`src/rtl/arbitrated_egress.sv`:
```
// Egress buffer behind the multi-FIFO arbiter: 2-entry skid, grant-to-tag, backpressure.
// Optional burst limiter enabled by defining EGRESS_FAIR_EN.
module arbitrated_egress #(
    parameter int NUM_FIFOS = 4,
    parameter int WIDTH     = 8,
    parameter int TAGWIDTH  = $clog2(NUM_FIFOS),
    parameter int MAX_BURST = 4
) (
    input  logic                 clk,
    input  logic                 rst,
    input  logic [NUM_FIFOS-1:0] gnt,
    input  logic [WIDTH-1:0]     data_in,
    output logic [NUM_FIFOS-1:0] reqs,
    output logic                 out_valid,
    input  logic                 out_ready,
    output logic [WIDTH-1:0]     out_data,
    output logic [TAGWIDTH-1:0]  out_tag,
    output logic                 err
);

    logic [1:0]           cnt;
    logic [WIDTH-1:0]     head_data, skid_data;
    logic [TAGWIDTH-1:0]  head_tag, skid_tag, wr_tag;
    logic [NUM_FIFOS-1:0] fair_mask;
    logic                 accept, onehot, masked_hit, wr, rd, bad;

    always_comb begin
        wr_tag = '0;
        for (int i = 0; i < NUM_FIFOS; i++)
            if (gnt[i]) wr_tag = TAGWIDTH'(i);
    end

    // accept depends on registered occupancy only, so reqs has no path from gnt/out_ready
    assign accept     = (cnt != 2'd2);
    assign onehot     = (|gnt) && ((gnt & (gnt - NUM_FIFOS'(1))) == '0);
    assign masked_hit = |(gnt & fair_mask);
    assign wr         = onehot & accept & ~masked_hit;
    assign bad        = (|gnt) & ~wr;
    assign rd         = out_valid & out_ready;
    assign reqs       = rst ? '0 : ({NUM_FIFOS{accept}} & ~fair_mask);
    assign out_valid  = (cnt != 2'd0);
    assign out_data   = head_data;
    assign out_tag    = head_tag;

    always_ff @(posedge clk) begin
        if (rst) begin
            cnt       <= 2'd0;
            head_data <= '0;
            head_tag  <= '0;
            skid_data <= '0;
            skid_tag  <= '0;
            err       <= 1'b0;
        end else begin
            if (bad) err <= 1'b1;
            if (rd && wr) begin
                head_data <= data_in;
                head_tag  <= wr_tag;
            end else if (rd) begin
                head_data <= skid_data;
                head_tag  <= skid_tag;
                cnt       <= cnt - 2'd1;
            end else if (wr) begin
                if (cnt == 2'd0) begin
                    head_data <= data_in;
                    head_tag  <= wr_tag;
                end else begin
                    skid_data <= data_in;
                    skid_tag  <= wr_tag;
                end
                cnt <= cnt + 2'd1;
            end
        end
    end

`ifdef EGRESS_FAIR_EN
    localparam int RW = $clog2(MAX_BURST + 1);

    logic [RW-1:0]       run;
    logic [TAGWIDTH-1:0] last_tag;
    logic                limit;

    assign limit     = (run == RW'(MAX_BURST));
    assign fair_mask = limit ? (NUM_FIFOS'(1) << last_tag) : '0;

    // the masked cycle always clears run, even if another source was granted
    always_ff @(posedge clk) begin
        if (rst) begin
            run      <= '0;
            last_tag <= '0;
        end else if (limit) begin
            run <= '0;
            if (wr) last_tag <= wr_tag;
        end else if (wr) begin
            if (wr_tag == last_tag) begin
                run <= run + RW'(1);
            end else begin
                last_tag <= wr_tag;
                run      <= RW'(1);
            end
        end
    end
`else
    assign fair_mask = '0;
`endif

`ifdef FORMAL
    always_ff @(posedge clk)
        if (!rst) assert (cnt <= 2'd2);

    assert property (@(posedge clk) disable iff (rst)
        (out_valid && !out_ready) |=> ($stable(out_data) && $stable(out_tag)));

    assume property (@(posedge clk)
        ((gnt & ~reqs) == '0) && $onehot0(gnt));

    assert property (@(posedge clk) disable iff (rst) !err);
`endif

endmodule

```
`config.mk`:
```
export PLATFORM = sky130hd
export DESIGN_NAME = arbitrated_egress
export DESIGN_NICKNAME = d
export VERILOG_FILES = /design/src/rtl/arbitrated_egress.sv
export SDC_FILE = /design/constraint.sdc
export NUM_CORES = 1
export LEC_CHECK = 0
export CAP_MARGIN = 20
export CORE_ASPECT_RATIO = 1.75
export CORE_MARGIN = 8
export CORE_UTILIZATION = 45
export CTS_BUF_LIST = sky130_fd_sc_hd__clkbuf_8
export CTS_CLUSTER_DIAMETER = 200
export DETAILED_ROUTE_END_ITERATION = 7
export PLACE_DENSITY = 0.78
export SYNTH_ARGS = -nofsm -noshare
export SYNTH_HDL_FRONTEND = slang
export SYNTH_SLANG_ARGS = --single-unit
```
`constraint.sdc`:
```
create_clock -name clk -period 2.15 [get_ports clk]
set_input_delay 0.3225 -clock clk [delete_from_list [all_inputs] [get_ports clk]]
set_output_delay 0.3225 -clock clk [all_outputs]
set_load 0.1 [all_outputs]
```
Word-level counts from Yosys, hierarchy flattened
Cells that the tools add are included.

Bits in registers: 23. Latch bits: 0. Bits in writable memories: 0. Bits in read-only memories: 0. Input bits: 15. Word-level logic and storage cells: 44. Memories kept: 0.

Add/subtract/negate cells: 3. $mul: 0. Divide/modulo/power cells: 0. Order comparisons: 0. Eq/ne operators: 1. Shifts and indexed selects: 0. Multiplexer cells: 14. Bitwise gates (word level): 8. Reductions and logical operators: 12.

Operator list (number): two-way mux 8 bit (4); two-way mux 2 bit (8); nonzero test 3 bit (2); AND 4 bit (1); zero test 4 bit (1); two-way mux 4 bit (1); NOT 1 bit (4); AND reduction 2 bit (2); AND reduction 4 bit (1); nonzero test 2 bit (2); OR reduction 4 bit (1); subtractor 4 x 1 -> 4 bit (second input constant) (1); AND 1 bit (3); adder 2 x 1 -> 2 bit (second input constant) (1); logical AND 1 bit (2); zero test 2 bit (1); inequality test 2 bit (second input constant) (1); subtractor 2 x 1 -> 2 bit (second input constant) (1); two-way mux 1 bit (1).

Depth between registers and ports, before layout
Depth after elaboration: 8. Depth in mapped cells: 8. Depth with buffers taken out: 8.

Least setup slack after synthesis
No wires, ideal clock.

Path type: input -> output. Start point: in rst. End point: out reqs[1]. Data arrival time: 2.582 ns. Data required time: 1.827 ns. Slack: -0.755 ns. Stages on the path: 4. Buffers on the path: 3. Cell sequence: clkbuf_1 buf_1 nor2_1 buf_4.

Word-level cells in the longest chain between the ends: 1.

Ends and longest elaborated chain: from (decl) (RTL line 10) `input logic rst,`; two-way mux 4 bit (RTL line 40) `assign reqs = rst ? '0 : ({NUM_FIFOS{accept}} & ~fair_mask);`; to (decl) (RTL line 13) `output logic [NUM_FIFOS-1:0] reqs,`.

Every way passes these cells.

Worst setup path after layout
Start point: in gnt[0]. End point: reg skid_data[7].

Word-level cells in the longest chain between the ends: 8.

Ends and longest elaborated chain: from (decl) (RTL line 11) `input logic [NUM_FIFOS-1:0] gnt,`; subtractor 4 x 1 -> 4 bit (RTL line 35) `assign onehot = (|gnt) && ((gnt & (gnt - NUM_FIFOS'(1))) == '0);`; AND 4 bit (RTL line 35); zero test 4 bit (RTL line 35); logical AND 1 bit (*) (RTL line 35); AND 1 bit (*) (RTL line 37) `assign wr = onehot & accept & ~masked_hit;`; logical AND 1 bit (RTL line 55) `if (rd && wr) begin`; NOT 1 bit (no source line); AND reduction 4 bit (no source line) (*); to (signal assigned) (RTL line 67) `skid_data <= data_in;`; to (decl) (RTL line 22) `logic [WIDTH-1:0] head_data, skid_data;`.

Every way passes the cells marked *; elsewhere a longest branch is shown, timed or not. A chain may end at the register's enable or synchronous reset.

==> results.sh <==
export IMPL_async_reset_ff_share_pct=0
export IMPL_cts_tree="built"
export IMPL_critPathArrivalTime_ns=2.24
export IMPL_ctsHoldBuffers=0
export IMPL_die_h_um=84.1
export IMPL_utilization_pct=68.2
export IMPL_p_sw_uw=873
export IMPL_p_clk_share_pct=14.2
export IMPL_yosysSeqAreaShare_pct=38.6
export IMPL_place_congestion=0.754
export IMPL_min_delay_path_class="register to register"
export IMPL_startpoint="gnt[0]"
export IMPL_path_cells="dlygate4sd2_1 > buf_4 > o21ai_0 > o211ai_1 > buf_4 > a21oi_4 > buf_4 > ha_1 > nor3b_4 > buf_6 > mux2i_1 > nor2_1"
export IMPL_start_util_pct=47.3
export IMPL_p_per_area_nw_per_um2=1060
export IMPL_cts_inserted_buffers=3
export IMPL_drtAntennaViolNets=0
export IMPL_grt_use_total_pct=13.0
export IMPL_antenna_found_initial=0
export IMPL_seqPwrFrac_pct=29.3
export IMPL_grt_pass1_wl_mm=4.75
export IMPL_power_switching_share_pct=48.0
export IMPL_avgSynthCellArea_um2=8.97
export IMPL_ir_drop_v=0.000704
export IMPL_routed_wl_mm=2.99
export IMPL_setup_tns_ns=0
export IMPL_clk_pin_slew_ns=0.08
export IMPL_finalPower_uw=1820
export IMPL_die_x_um=54.9
export IMPL_yosys_register_bits=23
export IMPL_cts_root_buf="clkbuf_8"
export IMPL_final_max_slew_viol_count=0
export IMPL_yosysWarnings=0
export IMPL_syn2layout_area_growth_pct=44.0
export IMPL_crit_type="input port to register"
export IMPL_instances_no_fill=204
export IMPL_insertion_delay_ns=0.26
export IMPL_synth_nets=150
export IMPL_top_usage_layer="met2"
export IMPL_intPower_uw=945
export IMPL_ys_types=29
export IMPL_hp_start="out_tag[1]"
export IMPL_drc=0
export IMPL_synthAdderAreaFrac_pct=2.10
export IMPL_crit_path_frequent_cell="buf_4"
export IMPL_cp_data_required_time_ns=2.31
export IMPL_maxCapViolations=0
export IMPL_use_met3_pct=3.36
export IMPL_max_stage_delay_ns=0.24
export IMPL_fmax_mhz=481
export IMPL_grt_max_degree=20
export IMPL_yosys_area_share_simple_pct=19.0
export IMPL_combinationalPowerShare_pct=56.4
export IMPL_synthTopCellsByCount="dfxtp_1 (23), nor2_1 (16), o21ai_0 (12)"
export IMPL_syn_cell_area_um2=1190
export IMPL_synth_top_cell_area_share_pct=38.6
export IMPL_holdWs_ns=0.490
export IMPL_fin_worst_skew_ns=0.000781
export IMPL_cts_htree_levels=1
export IMPL_diodes=0
export IMPL_clock_sinks=23
export IMPL_avgViaCountPerCell=5.41
export IMPL_use_met2_pct=22.4
export IMPL_drt_initial_drc_count=29
export IMPL_firstDrtPassIters=4
export IMPL_hpwlAfterDp_mm=2.29
export IMPL_rr_startpoint="cnt[0]"
export IMPL_synth_area_top_cells="dfxtp_1 (39%), mux2_4 (10%), mux2i_1 (8.4%)"
export IMPL_dieArea_um2=4620
export IMPL_crit_fanout=7
export IMPL_rows=24
export IMPL_status="finished, final reports clean"
export IMPL_slew_headroom_pct=75.6
export IMPL_placedCellCount=196
export IMPL_min_period_ns=2.08
export IMPL_setup_viol=0
export IMPL_grt_pass1_vias=1143
export IMPL_grt_ovfl_total=0
export IMPL_synth_xor_area_share_pct=1.47
export IMPL_synthCells=133
export IMPL_endpoint_kind="register"
export IMPL_worst_pin_slew_ns=0.365
export IMPL_synth_edf_count=0
export IMPL_synth_flop_cell="dfxtp_1"
export IMPL_yosys_area_top_type="dfxtp_1"
export IMPL_nFillCells=206
export IMPL_startpoint_type="input port"
export IMPL_vias=1104
export IMPL_met1_usage_pct=14.1
export IMPL_coreArea_um2=2520
export IMPL_crit_slowest_cell="dlygate4sd2_1"
export IMPL_ios=31
export IMPL_cts_buffer_depth=2
export IMPL_p_leak_uw=0.000747
export IMPL_wl_per_cell_um=14.6
export IMPL_muxShareOfSynthArea_pct=18.4
export IMPL_fin_crit_sh_pct=96.8
export IMPL_portBuffers=30
export IMPL_finalHoldViolCount=0
export IMPL_drive_above_1_share_pct=31.5
export IMPL_yosysMostFrequentCell="dfxtp_1"
export IMPL_synth_top_family_by_area="simple AND/OR/NAND/NOR gates"
export IMPL_layout_nets=196
export IMPL_synth_compound_area_share_pct=14.4
[power by group through the flow]
stage / Combinational, uW / Clock, uW / Sequential, uW
final: 1030 / 258 / 534
after global routing: 1070 / 283 / 544
after CTS: 1030 / 265 / 534
after detailed placement: 1010 / 0 / 544
after global placement: 993 / 0 / 542
after floorplan: 421 / 0 / 896
[worst max-delay path: cells and delay by family]
family | cells | cell delay (ns)
buf+inv | 5 | 0.84
compound gates | 3 | 0.45
simple gates | 2 | 0.29
mux | 1 | 0.19
fa+ha+maj | 1 | 0.14
[sequential cells by signal (all words and copies together) (netlist names)]
| name | count |
|---|---|
| out_tag | 2 |
| skid_data | 8 |
| skid_tag | 2 |
| err | 1 |
| out_data | 8 |
| cnt | 2 |
[path summary, 6_finish.rpt]
kind / to / slack (ns) / depth (start not counted)
setup reg to reg: skid_data[7] / 0.32 / 7
setup / recovery: skid_data[7] / 0.07 / 12
hold reg to reg: out_tag[1] / 0.49 / 2
hold / removal: out_tag[1] / 0.49 / 2
[what timing repair did]
action                                  in CTS  in global routing
endpoints found under the setup margin      18                 17
hold endpoints to repair                     0                  0
gates resized for setup                     10                  3
buffers inserted                             3                  1
pin swaps                                    5                  3
[area by class of cell]
| type | count | area, um^2 | area share (%) |
|---|---|---|---|
| Clock buffer | 3 | 41.3 | 2.40 |
| Tap cell | 26 | 32.5 | 1.89 |
| Multi-Input combinational cell | 96 | 691 | 40.2 |
| Inverter | 4 | 16.3 | 0.946 |
| Timing Repair Buffer | 51 | 474 | 27.6 |
| Sequential cell | 23 | 460 | 26.8 |
| Clock inverter | 1 | 3.75 | 0.218 |
[cells by family after synthesis]
family          count (synthesis)
simple gates                   44
compound gates                 30
flops                          23
mux                            18
buf+inv                        14
xor+xnor                        2
fa+ha+maj                       2
[layout by cell type (no fill, tap or decap), types with 4 or more instances in the layout]
cell type,netlist,final
a21oi_1,11,10
buf_12,0,4
buf_4,3,31
clkdlybuf4s50_1,0,10
dfxtp_1,23,23
mux2_4,8,8
mux2i_1,10,10
nand3_1,8,8
nor2_1,16,15
nor2b_1,9,9
nor3_1,4,4
o21ai_0,12,11
[metrics by stage]
step                instance area (um^2)  setup slack (ns)
finish                              1720            0.0697
global route                        1720           -0.0397
CTS                                 1700            0.0457
detailed placement                  1620            -0.417
global placement                    1620            -0.327
floorplan                           1210            0.0757
[metal layers]
layer,part of all wire [%],up-vias
li1,-,552
met1,37,511
met2,55,36
met3,6.1,5
met4,1.3,0
met5,0,-
Power figures use the tool's default switching activity.
